$ cat src/rtl/hdu_p.sv
// Hazard detection and forwarding unit for the 5-stage in-order pipeline:
// EX operand forwarding, multi-cycle load-use stalls, branch flushes, stall counter.
//
//  state | meaning
//  ------+---------------------------------------------------------------
//  IDLE  | no stall pending; a load-use hit stalls in the detection cycle
//  STALL | remaining rem cycles of a load-use stall; ID/EX holds a bubble

module hdu_p #(
   parameter int AW       = 5,
   parameter int LOAD_LAT = 1,
   parameter int CNT_W    = 16
) (
   input  logic             clk,
   input  logic             rst_n,
   input  logic [AW-1:0]    id_rs1,
   input  logic [AW-1:0]    id_rs2,
   input  logic             id_use_rs1,
   input  logic             id_use_rs2,
   input  logic [AW-1:0]    idex_rs1,
   input  logic [AW-1:0]    idex_rs2,
   input  logic [AW-1:0]    idex_rd,
   input  logic             idex_memRead,
   input  logic [AW-1:0]    exmem_rd,
   input  logic [AW-1:0]    memwb_rd,
   input  logic             exmem_regWrite,
   input  logic             memwb_regWrite,
   input  logic             ex_branch_taken,
   input  logic             perf_clr,
   output logic [1:0]       forwA,
   output logic [1:0]       forwB,
   output logic             stall,
   output logic             bubble_idex,
   output logic             flush_ifid,
   output logic             flush_idex,
   output logic [CNT_W-1:0] stall_cnt
);

   typedef enum logic {
      IDLE  = 1'b0,
      STALL = 1'b1
   } state_t;

   localparam logic [1:0]       FWD_RF   = 2'b00;
   localparam logic [1:0]       FWD_EXM  = 2'b01;
   localparam logic [1:0]       FWD_MWB  = 2'b10;
   localparam logic [2:0]       REM_INIT = 3'(LOAD_LAT - 1);
   localparam logic [CNT_W-1:0] CNT_MAX  = '1;

   state_t           state_q, state_d;
   logic [2:0]       rem_q, rem_d;
   logic [CNT_W-1:0] cnt_q, cnt_d;

   logic exm_a, exm_b, mwb_a, mwb_b;
   logic hit;
   logic stall_int;

   // Forwarding: EX/MEM holds the younger result, so it takes priority.
   always_comb begin
      exm_a = exmem_regWrite && (exmem_rd != '0) && (exmem_rd == idex_rs1);
      exm_b = exmem_regWrite && (exmem_rd != '0) && (exmem_rd == idex_rs2);
      mwb_a = memwb_regWrite && (memwb_rd != '0) && (memwb_rd == idex_rs1);
      mwb_b = memwb_regWrite && (memwb_rd != '0) && (memwb_rd == idex_rs2);

      forwA = FWD_RF;
      if (exm_a)      forwA = FWD_EXM;
      else if (mwb_a) forwA = FWD_MWB;

      forwB = FWD_RF;
      if (exm_b)      forwB = FWD_EXM;
      else if (mwb_b) forwB = FWD_MWB;
   end

   always_comb begin
      hit = idex_memRead && (idex_rd != '0) &&
            ((id_use_rs1 && (idex_rd == id_rs1)) ||
             (id_use_rs2 && (idex_rd == id_rs2)));
   end

   // A taken branch overrides any stall; outputs are held low during reset.
   always_comb begin
      stall_int = 1'b0;
      case (state_q)
         IDLE:    stall_int = hit && !ex_branch_taken;
         STALL:   stall_int = !ex_branch_taken;
         default: stall_int = 1'b0;
      endcase
      stall       = rst_n && stall_int;
      bubble_idex = stall;
      flush_ifid  = rst_n && ex_branch_taken;
      flush_idex  = rst_n && ex_branch_taken;
      stall_cnt   = cnt_q;
   end

   always_comb begin
      state_d = state_q;
      rem_d   = rem_q;
      case (state_q)
         IDLE: begin
            if (stall_int && (LOAD_LAT > 1)) begin
               state_d = STALL;
               rem_d   = REM_INIT;
            end
         end
         STALL: begin
            if (ex_branch_taken || (rem_q == 3'd1)) begin
               state_d = IDLE;
               rem_d   = 3'd0;
            end else begin
               rem_d   = rem_q - 3'd1;
            end
         end
         default: begin
            state_d = IDLE;
            rem_d   = 3'd0;
         end
      endcase
   end

   always_comb begin
      cnt_d = cnt_q;
      if (perf_clr)
         cnt_d = '0;
      else if (stall_int && (cnt_q != CNT_MAX))
         cnt_d = cnt_q + 1'b1;
   end

   always_ff @(posedge clk or negedge rst_n) begin
      if (!rst_n) begin
         state_q <= IDLE;
         rem_q   <= 3'd0;
         cnt_q   <= '0;
      end else begin
         state_q <= state_d;
         rem_q   <= rem_d;
         cnt_q   <= cnt_d;
      end
   end

endmodule

$ cat config.mk
export PLATFORM = sky130hd
export DESIGN_NAME = hdu_p
export DESIGN_NICKNAME = d
export VERILOG_FILES = /design/src/rtl/hdu_p.sv
export SDC_FILE = /design/constraint.sdc
export NUM_CORES = 1
export LEC_CHECK = 0
export BUFFER_PORTS_ARGS = -buffer_cell sky130_fd_sc_hd__buf_2
export CORE_MARGIN = 3
export CORE_UTILIZATION = 30
export DETAILED_ROUTE_END_ITERATION = 8
export PLACE_DENSITY_LB_ADDON = 0.15
export SLEW_MARGIN = 10
export SYNTH_ARGS = -nofsm -noshare
export SYNTH_HDL_FRONTEND = slang
export SYNTH_SLANG_ARGS = --single-unit
$ cat constraint.sdc
create_clock -name clk -period 1.95 [get_ports clk]
set_clock_uncertainty 0.15 [all_clocks]
set_input_delay 0.39 -clock clk [delete_from_list [all_inputs] [get_ports clk]]
set_output_delay 0.39 -clock clk [all_outputs]
set_load 0.05 [all_outputs]
# --- After elaboration in Yosys (flattened, before gate mapping) ---
# Index checks and enable logic that the tools add are counted.
totals:
  out_inout_bits: 24
  wordCells: 45
  regBits: 20
classes:
  n_reduce_logical: 21
  n_mux: 10
  n_eq_ne: 8
  bitwise: 1
  addsub: 2
ops:
  columns: ["operator", "count"]
  rows:
  - ["two-way mux 16 bit", 2]
  - ["== test 5 bit", 6]
  - ["adder 16 x 1 -> 16 bit (second input constant)", 1]
  - ["!= test 16 bit (second input constant)", 1]
  - ["nonzero test 5 bit", 3]
  - ["logical AND 1 bit", 14]
  - ["two-way mux 2 bit", 4]
  - ["== test 3 x 1 -> 1 bit (second input constant)", 1]
  - ["two-way mux 3 bit", 1]
  - ["subtractor 3 x 1 -> 3 bit (second input constant)", 1]
  - ["logical OR 1 bit", 2]
  - ["two-way mux 1 bit", 2]
  - ["one-hot mux 1 bit (2 select lines)", 1]
  - ["nonzero test 2 bit", 1]
  - ["logical NOT 1 bit", 1]
  - ["NOT 1 bit", 1]

# --- Longest topological paths before layout ---
depth:
  word_depth: 9
  mapped_depth: 8
  depth_no_buf: 7

# --- Worst setup path before layout ---
# OpenSTA, ideal clock, no wires.
synth_path:
  path_type: "input to output"
  from: "in idex_rd[1]"
  to: "out stall"
  path_slack_ps: -1411
  path_buffers: 2
  cell_stages: 7
  arrival_time_ps: 2821
  cell_sequence: "xnor2_1 -> nand4_1 -> o22ai_2 -> a31oi_4 -> buf_4 -> nor3b_1 -> buf_4"
synth_between:
  elab_chain_len: 7
synth_lines:
  columns: ["item", "line", "source"]
  rows:
  - ["start, declared", "22", "input logic [AW-1:0] idex_rd,"]
  - ["== test 5 bit (on tied branches)", "76, 77", null]
  - ["logical AND 1 bit (on tied branches)", "76, 77", null]
  - ["logical OR 1 bit", "76", "((id_use_rs1 && (idex_rd == id_rs1)) ||"]
  - ["logical AND 1 bit *", "75", "hit = idex_memRead && (idex_rd != '0) &&"]
  - ["logical AND 1 bit *", "84", "IDLE: stall_int = hit && !ex_branch_taken;"]
  - ["one-hot mux 1 bit (2 select lines) *", "83", "case (state_q)"]
  - ["logical AND 1 bit *", "88", "stall = rst_n && stall_int;"]
  - ["end, declared", "32", "output logic stall,"]
# Mark *: on every way between the ends. The rest lies on a longest branch, timed or not.

# --- Worst setup path in the final report ---
layout_path:
  from: "in idex_rs1[4]"
  to: "out forwA[1]"
layout_between:
  elab_chain_len: 4
layout_lines:
  columns: ["item", "line", "source"]
  rows:
  - ["start, declared", "20", "input logic [AW-1:0] idex_rs1,"]
  - ["== test 5 bit", "62", "mwb_a = memwb_regWrite && (memwb_rd != '0) && (memwb_rd == idex_rs1);"]
  - ["logical AND 1 bit", "62", null]
  - ["two-way mux 2 bit", "67", "else if (mwb_a) forwA = FWD_MWB;"]
  - ["two-way mux 2 bit *", "66", "if (exm_a) forwA = FWD_EXM;"]
  - ["end, declared", "30", "output logic [1:0] forwA,"]
# Marks and branches as above.

==> implementation parameters <==
Parameter                              Value

Run status
  Result of the run ... complete, but fails checks
  Violations in the final reports ... setup timing

Power
  Switching Share ... 27.6%
  Reg power frac ... between 40% and 50%
  Leakage power of the design ... about 1.1 nW
  Part of the total power dissipated in combinational logic ... 25.5%
  Switching component of the power ... between 0.0002 and 0.0003 W
  Maximum resistive drop on vdd ... about 0.28 mV
  PwrDens ... 401 nW/um^2
  Internal power ... between 0.0007 and 0.0008 W
  Fraction of power consumed by the clock network ... roughly a third

Logic synthesis
  Count of different cell masters after synthesis ... 33
  Sequential-to-total area share from yosys stat ... between 30% and 40%
  Synthesized flop and latch total ... 20
  Share of the synthesized area in the top cell type ... between 30% and 40%
  Most used flip-flop cell after synthesis ... sky130_fd_sc_hd__dfrtp_1
  Cell type with the largest total area after synthesis ... sky130_fd_sc_hd__dfrtp_1
  Library cell with the highest instance count after synthesis ... sky130_fd_sc_hd__xnor2_1
  Syn_area_per_cell ... between 9 and 10 sq um
  Top area cells in the synthesized netlist ... sky130_fd_sc_hd__dfrtp_1 (32%), sky130_fd_sc_hd__xnor2_1 (17%), sky130_fd_sc_hd__xor2_1 (7.8%)
  Synth cell count leaders ... sky130_fd_sc_hd__xnor2_1 (31), sky130_fd_sc_hd__dfrtp_1 (20), sky130_fd_sc_hd__nor2_1 (16)
  Count of synthesis-stage warnings from yosys ... 0
  Share of flip-flops with an asynchronous set or reset ... 100%
  Synthesized Nets ... ~210
  Gate count of the mapped netlist ... 166
  Post-Syn Area ... around 1600 sq um
  Number of synthesized flops with an enable pin ... 0

Detailed routing
  Number of antenna-violating nets in the routed design ... 0
  Drt via density ... approximately 4.6
  Number of remaining DRC errors ... 0
  Total number of vias ... approximately 1500
  Average wire length per cell after detail routing ... between 10 and 15 um
  TritonRoute pass-1 iters ... 4
  Starting DRC count in detailed routing ... 34
  Total wirelength of the detailed-routed design ... between 4 and 5 mm

Critical path
  Top fanout value on the critical path ... 2
  CP Cell Sequence ... buf_2 > xor2_1 > or4_4 > nor4_4 > buf_6
  Number of buffer and inverter instances along the worst setup path ... 2
  Cell at the slowest stage of the critical path ... sky130_fd_sc_hd__or4_4
  Worst setup SP type ... primary input
  Signal arrival time at the worst endpoint ... between 1.5 and 2 ns
  Largest delay share family, worst path ... simple AND/OR/NAND/NOR gates
  Worst path required time ... 1.41 ns
  Crit path kind ... primary input to output pin
  Slowest Stage Delay on Critical Path ... around 0.52 ns
  CP endpoint kind ... output pin

STA
  Unrepaired setup endpoints after global routing ... yes
  Count of final setup violators ... 6
  Share of the cycle needed by the critical path after routing ... 114%
  Final count of pins violating max slew ... 0
  Post-layout min period ... roughly 2.2 ns
  Worst Tran Pin Value ... 0.359 ns
  Total count of hold-check failures in the final report ... 0
  Final worst slack ... -0.283 ns
  Highest attainable clock frequency ... around 0.45 GHz
  Relative slew margins ... ~76%

Hold path
  Hold/Removal Path Class ... primary input to async pin

Die
  Area of the die ... ~6100 sq um
  Floorplan row count ... 25
  Width of the die ... 78.2 um
  Standard cell core area ... 4880 sq um
  Effective utilization at floorplan ... between 30% and 40%
  Number of top-level pins ... 68
  DIE HEIGHT ... around 78 um

Placement
  Routability congestion estimate ... between 0.7 and 0.8
  Detailed placement HPWL ... about 3.2 mm
  Count of placed standard cells including taps ... approximately 320
  Total of buffers placed on input and output ports ... between 60 and 70
  Worst setup slack after placement ... -0.376 ns

Clock tree
  Sink count of the clock tree ... 20
  CTS H-tree depth ... 1
  Root cell of the clock tree ... sky130_fd_sc_hd__clkbuf_8
  Clk slew on worst S/H paths ... around 0.080 ns
  Number of buffers between clock root and the deepest sink ... 2
  Clock Latency Late Sink ... 0.26 ns
  Number of buffers added by the clock tree synthesis step ... 3
  TritonCTS clock tree ... yes

Finish
  Post-route non-filler standard cell count ... about 320
  Inserted Diodes ... 0
  Fraction of layout cells with a size suffix above 1 ... between 50 and 60%
  Final core area utilization ... approximately 51%
  Final net count ... between 300 and 400
  Layout-stage area growth over the synthesis result ... 58.9%

GRT
  Number of antenna violations at the first check in global routing ... 0
  Total routing usage reported by global routing ... between 10 and 15%
  GRT Residual Overflow ... 0
  Largest net degree at the start of global routing ... 18
  Vias in the first global route ... 1606
  Wire length of the first global-routing pass ... 7.13 mm

Flow run
  Number of maximum-capacitance violations ... 0
-- power by group through the flow --
stage / clock, W / sequential [W] / combinational, W
detailed placement: 0 / 0.000423 / 0.000218
CTS: 0.000336 / 0.000415 / 0.000250
finish: 0.000327 / 0.000415 / 0.000254
global route: 0.000359 / 0.000415 / 0.000278
global placement: 0 / 0.000423 / 0.000217
floorplan: 0 / 0.000424 / 0.000112
-- final timing paths --
| path | startpoint | endpoint | slack, ns | cells past startpoint |
|---|---|---|---|---|
| setup / recovery | idex_rs1[4] | forwA[1] | -0.28 | 5 |
| hold / removal | rst_n | rem_q[1] | 0.01 | 2 |
| setup reg to reg | stall_cnt[8] | stall_cnt[3] | 0.10 | 7 |
| hold reg to reg | rem_q[2] | rem_q[2] | 0.34 | 1 |
| max in group asynchronous | rst_n | stall_cnt[10] | 1.06 | 2 |
| min in group clk | rem_q[2] | rem_q[2] | 0.34 | 1 |
-- routing by layer --
layer	up-vias	routed length [um]	global-route usage (%)	part of all wire [%]
met4	0	59	4.72	1.4
met3	4	203	2.29	4.8
met1	697	1740	16.4	41
met2	39	2190	27.2	52
met5	-	0	0	0
li1	749	-	-	-
-- what timing repair did --
item | in CTS | in global routing
endpoints found under the hold margin | 3 | 0
hold buffers | 1 | 0
pin swaps | 12 | 7
setup buffers | 1 | 0
endpoints found under the setup margin | 7 | 14
gates resized for setup | 36 | 8
-- per-stage QoR --
step	hold WS (ns)	instance area (sq um)	power, W	TNS (ns)
finish	0.0126	2480	0.000995	-0.913
global route	0.0377	2480	0.00105	-1.21
global placement	0.0759	2230	0.000640	-3.41
detailed placement	0.0778	2230	0.000641	-3.66
CTS	0.0248	2450	0.00100	-0.960
floorplan	-0.0556	1680	0.000535	-2.01
-- cells in the final DEF (no fill, tap or decap), drive strengths merged, types with 3 or more instances in the layout --
cell type	count
nor2	17
inv	3
ha	3
nor4	4
dfrtp	20
nand4	3
nor3	12
clkbuf	4
or4	4
nor3b	4
o21ai	5
nand2	10
buf	96
nand3	9
xor2	14
xnor2	31
and3	5
-- layout make-up --
class | instances | area, sq um
fill | 464 | 2400
sequential | 20 | 514
clock buffer | 4 | 55.1
inverter | 3 | 11.3
multi-input combinational | 133 | 1140
tap | 67 | 83.8
timing repair buffer | 97 | 681
-- cells by family after synthesis --
| group | after synthesis | synth area share (%) |
|---|---|---|
| xor+xnor | 45 | 25.2 |
| mux | 1 | 0.641 |
| buf+inv | 13 | 5.28 |
| flops | 20 | 32.0 |
| simple gates | 73 | 28.6 |
| compound gates | 11 | 5.84 |
| fa+ha+maj | 3 | 2.40 |
-- registers in the layout, indices dropped and copies added (netlist names) --
name / flops
rem_q: 3
stall_cnt: 16
state_q: 1
(Power assumes the default switching activity.)
